[src/rtl/servo_move_scheduler.sv]
// rtl/servo_move_scheduler.sv - queues low/high servo moves and times target/neutral duty for the PWM driver
module servo_move_scheduler #(
    parameter logic [9:0] NEUTRAL_DUTY  = 10'd77,
    parameter logic [9:0] LOW_DUTY      = 10'd51,
    parameter logic [9:0] HIGH_DUTY     = 10'd92,
    parameter int         HOLD_CYCLES   = 12500000,
    parameter int         SETTLE_CYCLES = 2500000,
    parameter int         CNT_W         = 24
) (
    input  logic       clk25mhz,
    input  logic       reset,
    input  logic       cmd_valid,
    input  logic [1:0] cmd_dir,
    output logic       cmd_ready,
    input  logic       abort,
    output logic [9:0] duty_cycle_output,
    output logic       busy,
    output logic       move_done,
    output logic       cmd_error
);

    typedef enum logic [1:0] {
        ST_IDLE,
        ST_MOVE,
        ST_SETTLE
    } state_t;

    localparam logic [CNT_W-1:0] HOLD_LOAD   = CNT_W'(HOLD_CYCLES - 1);
    localparam logic [CNT_W-1:0] SETTLE_LOAD = CNT_W'(SETTLE_CYCLES - 1);

    state_t           state_q, state_d;
    logic [CNT_W-1:0] timer_q, timer_d;
    logic [9:0]       duty_q, duty_d;
    logic             head_q, head_d;
    logic             tail_q, tail_d;
    logic [1:0]       count_q, count_d;
    logic             move_done_q, move_done_d;
    logic             cmd_error_q, cmd_error_d;

    logic             cmd_legal;
    logic             transfer;
    logic             push;
    logic             pop;

    // Queue entries hold one bit: 1 = high move, 0 = low move.
    assign cmd_legal = (cmd_dir == 2'b01) || (cmd_dir == 2'b10);
    assign cmd_ready = !reset && (count_q != 2'd2) && !abort;
    assign transfer  = cmd_valid && cmd_ready;
    assign push      = transfer && cmd_legal;

    assign duty_cycle_output = duty_q;
    assign busy              = (state_q != ST_IDLE) || (count_q != 2'd0);
    assign move_done         = move_done_q;
    assign cmd_error         = cmd_error_q;

    always_comb begin
        state_d     = state_q;
        timer_d     = timer_q;
        duty_d      = duty_q;
        head_d      = head_q;
        tail_d      = tail_q;
        count_d     = count_q;
        move_done_d = 1'b0;
        cmd_error_d = transfer && !cmd_legal;
        pop         = 1'b0;

        if (abort) begin
            count_d = 2'd0;
            duty_d  = NEUTRAL_DUTY;
            timer_d = SETTLE_LOAD;
            state_d = ST_SETTLE;
        end else begin
            case (state_q)
                ST_IDLE: begin
                    if (count_q != 2'd0) begin
                        pop     = 1'b1;
                        duty_d  = head_q ? HIGH_DUTY : LOW_DUTY;
                        timer_d = HOLD_LOAD;
                        state_d = ST_MOVE;
                    end else begin
                        duty_d = NEUTRAL_DUTY;
                    end
                end
                ST_MOVE: begin
                    if (timer_q != '0) begin
                        timer_d = timer_q - CNT_W'(1);
                    end else begin
                        duty_d  = NEUTRAL_DUTY;
                        timer_d = SETTLE_LOAD;
                        state_d = ST_SETTLE;
                    end
                end
                ST_SETTLE: begin
                    if (timer_q != '0) begin
                        timer_d = timer_q - CNT_W'(1);
                    end else begin
                        move_done_d = 1'b1;
                        state_d     = ST_IDLE;
                    end
                end
                default: begin
                    duty_d  = NEUTRAL_DUTY;
                    state_d = ST_IDLE;
                end
            endcase

            // Push never coincides with a full queue, so push+pop implies exactly one entry.
            case ({push, pop})
                2'b11: head_d = cmd_dir[1];
                2'b10: begin
                    if (count_q == 2'd0) begin
                        head_d = cmd_dir[1];
                    end else begin
                        tail_d = cmd_dir[1];
                    end
                    count_d = count_q + 2'd1;
                end
                2'b01: begin
                    head_d  = tail_q;
                    count_d = count_q - 2'd1;
                end
                default: ;
            endcase
        end
    end

    always_ff @(posedge clk25mhz or posedge reset) begin
        if (reset) begin
            state_q     <= ST_IDLE;
            timer_q     <= '0;
            duty_q      <= NEUTRAL_DUTY;
            head_q      <= 1'b0;
            tail_q      <= 1'b0;
            count_q     <= 2'd0;
            move_done_q <= 1'b0;
            cmd_error_q <= 1'b0;
        end else begin
            state_q     <= state_d;
            timer_q     <= timer_d;
            duty_q      <= duty_d;
            head_q      <= head_d;
            tail_q      <= tail_d;
            count_q     <= count_d;
            move_done_q <= move_done_d;
            cmd_error_q <= cmd_error_d;
        end
    end

endmodule

[config.mk]
export PLATFORM = sky130hd
export DESIGN_NAME = servo_move_scheduler
export DESIGN_NICKNAME = d
export VERILOG_FILES = /design/src/rtl/servo_move_scheduler.sv
export SDC_FILE = /design/constraint.sdc
export NUM_CORES = 1
export LEC_CHECK = 0
export CAP_MARGIN = 20
export CORE_MARGIN = 2
export CORE_UTILIZATION = 55
export DETAILED_ROUTE_END_ITERATION = 6
export PLACE_DENSITY = 0.76
export SLEW_MARGIN = 20
export SYNTH_ARGS = -nofsm -noshare
export SYNTH_HDL_FRONTEND = slang
export SYNTH_SLANG_ARGS = --single-unit
[constraint.sdc]
create_clock -name clk25mhz -period 6.7 [get_ports clk25mhz]
set_input_delay 1.005 -clock clk25mhz [delete_from_list [all_inputs] [get_ports clk25mhz]]
set_output_delay 1.005 -clock clk25mhz [all_outputs]
set_load 0.03 [all_outputs]
==> reports/qor.yml, run 1 <==
p_per_area_nw_per_um2: 175
grt_max_degree: 21
dp_hpwl_mm: 4.29
hold-path-cell-count: 1
hold_path.class: "register to register"
wl_per_cell_um: 17.6
r2r_setup_slack_ps: 3910
ir_drop_uv: 139
r2r_cells: 5
p_leak_nw: 1.02
setup_tns_ps: 0
syn2layout_area_growth_pct: 9.43
hold_end: "timer_q[22]$_DFFE_PP0P_"
drt_iter0_markers: 257
status: "complete, no violations"
ys_seq_area_share_pct: 37.4
placementRows: 24
core_um2: 4290
grt_pass1_wl_mm: 10.0
ys_async_sr_fraction_pct: 100
dieArea_um2: 4940
cts_resized: 0
vias: 2212
cts_tree: "yes"
final_common_cell: "dfrtp_1"
relSlewSlack_pct: 44.4
finalCriticalPeriod_ps: 3860
r2r-start: "timer_q[10]$_DFFE_PP0P_"
report.final.slew_viol_count: 0
post-cts-setup-buffer-count: 0
antenna_cells: 0
finalHoldViolCount: 0
dr.pass1.iters: 5
synth.distinct_cells: 61
worstPathArrival_ps: 2850
min_from: "timer_q[22]$_DFFE_PP0P_"
cts-root-buf: "clkbuf_8"
place_inst: 332
rsz0062_at_grt: "false"
syn_avg_cell_area_um2: 8.69
finalClockSkew_ps: 6.90
vias_per_cell: 6.51
final_core_util_pct: 61.5
overflow: 0
synth_flop_cell: "dfrtp_1"
fin_cells: 340
synth_seq_cells: 36
gp_congestion: 0.970
path_max_fanout: 20
synth_edf_count: 0
clockBufferDepth: 2
die_h_um: 70.3
holdBufCountCts: 0
worst_ep_required_time_ps: 5690
setup_viol: 0
netlist_instances: 278
track_usage_pct: 25.6
nets: 298
cts_made_buffers: 5
fmax_mhz: 259
drive_gt1_share_pct: 9.72
clkLatencyLatePin_ps: 290
io_buffers: 16
worst_pin_slew_ps: 828
grt_pass1_vias: 2054
drc_errors: 0
die_w_um: 70.3
h-tree-depth: 2
ys_warn_count: 0
ant_nets: 0
start_kind: "primary input"
clkTransAtPathRegs_ps: 70
start_util_pct: 56.2
cts.sinks: 36
layout_common_cells: "34 x dfrtp_1, 23 x nand2_1, 22 x a21oi_1"
synth_area_um2: 2410
critPathKind: "primary input to output pin"
endpoint_kind: "output pin"
fin_crit_sh_pct: 57.6
drt_wl_total_mm: 6.00
antenna_found_initial: 0
ioPinCount: 20
r2r-end: "timer_q[3]$_DFFE_PP0P_"
max_cap_violations: 0
[power by group]
group          switching (W)  internal, W  leakage [nW]
sequential         0.0000150     0.000228         0.430
combinational      0.0000332    0.0000229         0.535
clock              0.0000799    0.0000821        0.0510
total               0.000128     0.000333          1.02
[sequential cells by signal, summed over array words and instances (netlist names)]
register,flops
timer_q,24
duty_cycle_output,4
count_q,2
state_q,2
cmd_error,1
head_q,1
move_done,1
tail_q,1
[cell usage after synthesis (6+ instances only)]
| cell type | count | area share [%] |
|---|---|---|
| dfrtp_1 | 34 | 35 |
| nand2_1 | 23 | 3.6 |
| a21oi_1 | 22 | 4.6 |
| nor2_1 | 21 | 3.3 |
| nor3_1 | 19 | 3.9 |
| o21ai_0 | 14 | 2.9 |
| inv_1 | 11 | 1.7 |
| a31oi_1 | 7 | 1.8 |
| clkbuf_1 | 7 | 1.1 |
| nand3_1 | 7 | 1.5 |
| or3_1 | 7 | 1.8 |
| buf_4 | 6 | 1.9 |
| nand4_1 | 6 | 1.6 |
| nor4_1 | 6 | 1.6 |
[final cells by class]
class	count	area (µm²)
fill	397	1650
multi-input combinational	213	1350
timing repair buffer	19	183
sequential	36	903
clock buffer	6	82.6
clock inverter	2	10.0
inverter	12	45.0
tap	52	65.1
[stage by stage]
step	cell area (µm²)	power [W]	hold slack, ps	setup WS, ps
after floorplan	2420	0.000289	452	3750
after global routing	2640	0.000485	553	2740
final	2640	0.000461	534	2840
after detailed placement	2550	0.000303	520	2850
after CTS	2640	0.000464	531	2840
after global placement	2550	0.000300	512	2830
[worst max-delay path, stage by stage]
cell and delay, ps:
clkdlybuf4s50_1 760, nor3_1 370, clkdlybuf4s50_1 720
[cells by family after synthesis]
logic type / after synthesis / share of synthesized area [%]
xor+xnor: 3 / 1.09
other cells: 1 / 0.155
fa+ha+maj: 5 / 2.59
flops: 36 / 37.4
buf+inv: 31 / 6.84
mux: 4 / 1.71
compound gates: 85 / 24.3
simple gates: 113 / 25.9
[worst max-delay path by stage]
stage,from,end,slack [ps],cells after the start
2_1_floorplan,abort,cmd_ready,3750,2
3_3_place_gp,abort,cmd_ready,2830,3
3_5_place_dp,abort,cmd_ready,2850,3
4_1_cts,abort,cmd_ready,2840,3
5_1_grt,abort,cmd_ready,2740,3
6_report,abort,cmd_ready,2840,3
[routing by layer]
layer / GRT usage [%] / vias up / part of all wire [%]
met4: 9.62 / 0 / 1.1
met2: 37.1 / 88 / 45
met5: 0 / - / 0
li1: - / 1063 / -
met1: 37.9 / 1054 / 47
met3: 4.91 / 7 / 6.4
No activity file was read; power rests on OpenSTA's default activity.
==> inputs of run 2 (changes only) <==
==> constraint.sdc (replaced) <==
create_clock -name clk25mhz -period 4 [get_ports clk25mhz]
set_input_delay 0.6 -clock clk25mhz [delete_from_list [all_inputs] [get_ports clk25mhz]]
set_output_delay 0.6 -clock clk25mhz [all_outputs]
set_load 0.03 [all_outputs]
==> reports/qor.yml, run 2 (synthesis gave the netlist of run 1 again) <==
h-tree-depth: 2  # unchanged
worstPathArrival_ps: 2310  # -540 ps
placed_area_um2: 2570  # +0.88%
slowest_stage: "clkdlybuf4s50_1"
r2r_cells: 6  # +1
final_common_cell: "dfrtp_1"
grt_max_degree: 23  # +9.5%
die_h_um: 70.3  # unchanged
report.final.slew_viol_count: 0  # unchanged
cts.sinks: 36  # unchanged
max_cap_violations: 0  # unchanged
fmax_mhz: 343
cts-root-buf: "clkbuf_8"
final_core_util_pct: 62.1  # +0.52 points
relSlewSlack_pct: 43.5  # -0.82 points
placementRows: 24  # unchanged
crit_chain: "inv_1 > ha_1 > nor3b_1 > inv_1 > clkdlybuf4s50_1"
grt_pass1_wl_mm: 10.3  # +2.8%
vias: 2218  # +0.27%
place_inst: 335  # +0.90%
fin_cells: 343  # +0.88%
die_w_um: 70.3  # unchanged
antenna_found_initial: 0  # unchanged
grt_pass1_vias: 2114  # +2.9%
drt_wl_total_mm: 6.06  # +1.1%
worst_pin_slew_ps: 846  # +17.7 ps
cts_made_buffers: 5  # unchanged
vias_per_cell: 6.47  # -0.61%
p_per_area_nw_per_um2: 293  # +68%
post-route-cell-area_um2: 2670  # +0.85%
clockBufferDepth: 2  # unchanged
worst_ep_required_time_ps: 3400  # -2290 ps
fin_crit_sh_pct: 72.8
clkLatencyLatePin_ps: 300  # about the same
gp_congestion: 0.912  # -6.0%
core_um2: 4290  # unchanged
io_buffers: 16  # unchanged
clkTransAtPathRegs_ps: 80  # about the same
dr.pass1.iters: 7  # +2
drc_errors: 3  # +3
hold_path.class: "register to register"
cpPeakStageDelay_ps: 630  # -130 ps
wl_per_cell_um: 17.7  # +0.17%
holdBufCountCts: 0  # unchanged
antenna_cells: 0  # unchanged
cts_resized: 0  # unchanged
setup_tns_ps: 0  # unchanged
status: "finished with violations"
finalHoldViolCount: 0  # unchanged
endpoint_kind: "output pin"
start_kind: "register"
totalPowerFinal_w: 0.000781  # +69%
r2r_setup_slack_ps: 1160  # -2750 ps
rsz0062_at_grt: "false"
overflow: 0  # unchanged
ir_drop_uv: 178  # +28%
setup_viol: 0  # unchanged
finalCriticalPeriod_ps: 2910
violations: "DRC"
drt_iter0_markers: 181  # -30%
cts_tree: "yes"
ioPinCount: 20  # unchanged
track_usage_pct: 27.0  # +1.4 points
ant_nets: 0  # unchanged
nets: 301  # +1.0%
dieArea_um2: 4940  # unchanged
finalClockSkew_ps: 8.97  # +2.07 ps
syn2layout_area_growth_pct: 10.4
p_leak_nw: 1.03  # +1.5%
critPathKind: "register to output pin"
drive_gt1_share_pct: 10.7  # +0.93 points
cp_common_cell: "inv_1"
dp_hpwl_mm: 4.36  # +1.8%
layout_common_cells: "34 x dfrtp_1, 23 x nand2_1, 22 x a21oi_1"
path_max_fanout: 8  # -60%
top_register: "timer_q"
start_util_pct: 56.2  # unchanged
largest_reg_flops: 24  # unchanged
post-cts-setup-buffer-count: 0  # unchanged
hold-path-cell-count: 1  # unchanged
-- run 2: cell type report --
cell class	count	area (µm²)
Clock buffer	6	82.6
Clock inverter	2	10.0
Multi-Input combinational cell	213	1350
Inverter	12	45.0
Tap cell	52	65.1
Sequential cell	36	903
Fill cell	370	1630
Timing Repair Buffer	22	205
-- run 2: final timing paths --
| path | startpoint | endpoint |
|---|---|---|
| setup / recovery | state_q[1]$_DFFE_PP0P_ | busy |
| max in group asynchronous | reset | duty_cycle_output[3]$_DFFE_PP1P_ |
| hold / removal | timer_q[22]$_DFFE_PP0P_ | timer_q[22]$_DFFE_PP0P_ |
| hold reg to reg | timer_q[22]$_DFFE_PP0P_ | timer_q[22]$_DFFE_PP0P_ |
| min in group asynchronous | reset | state_q[1]$_DFFE_PP0P_ |
| setup reg to reg | timer_q[10]$_DFFE_PP0P_ | timer_q[2]$_DFFE_PP0P_ |
-- run 2: stage by stage --
stage | hold WS, ps | setup slack (ps)
global placement | 478 | 1230
detailed placement | 486 | 1210
CTS | 497 | 1090
finish | 496 | 1090
floorplan | 452 | 1670
global route | 530 | 927
-- run 2: layer usage --
layer | GRT usage, % | vias to the layer above | share of wire, %
li1 | - | 1068 | -
met1 | 37.7 | 1051 | 46
met2 | 40.7 | 91 | 46
met3 | 5.92 | 8 | 6.2
met4 | 11.3 | 0 | 1.7
met5 | 0 | - | 0
-- run 2: worst max-delay path, delay by kind of cell (launching register included) --
| kind | cells | cell delay, ps |
|---|---|---|
| flops | 1 | 400 |
| simple gates | 1 | 460 |
| buf+inv | 3 | 860 |
| fa+ha+maj | 1 | 290 |
-- run 2: power breakdown --
part / internal (W) / switching [W]
clock network: 0.000137 / 0.000138
logic: 0.0000400 / 0.0000571
registers: 0.000382 / 0.0000257
total: 0.000559 / 0.000221
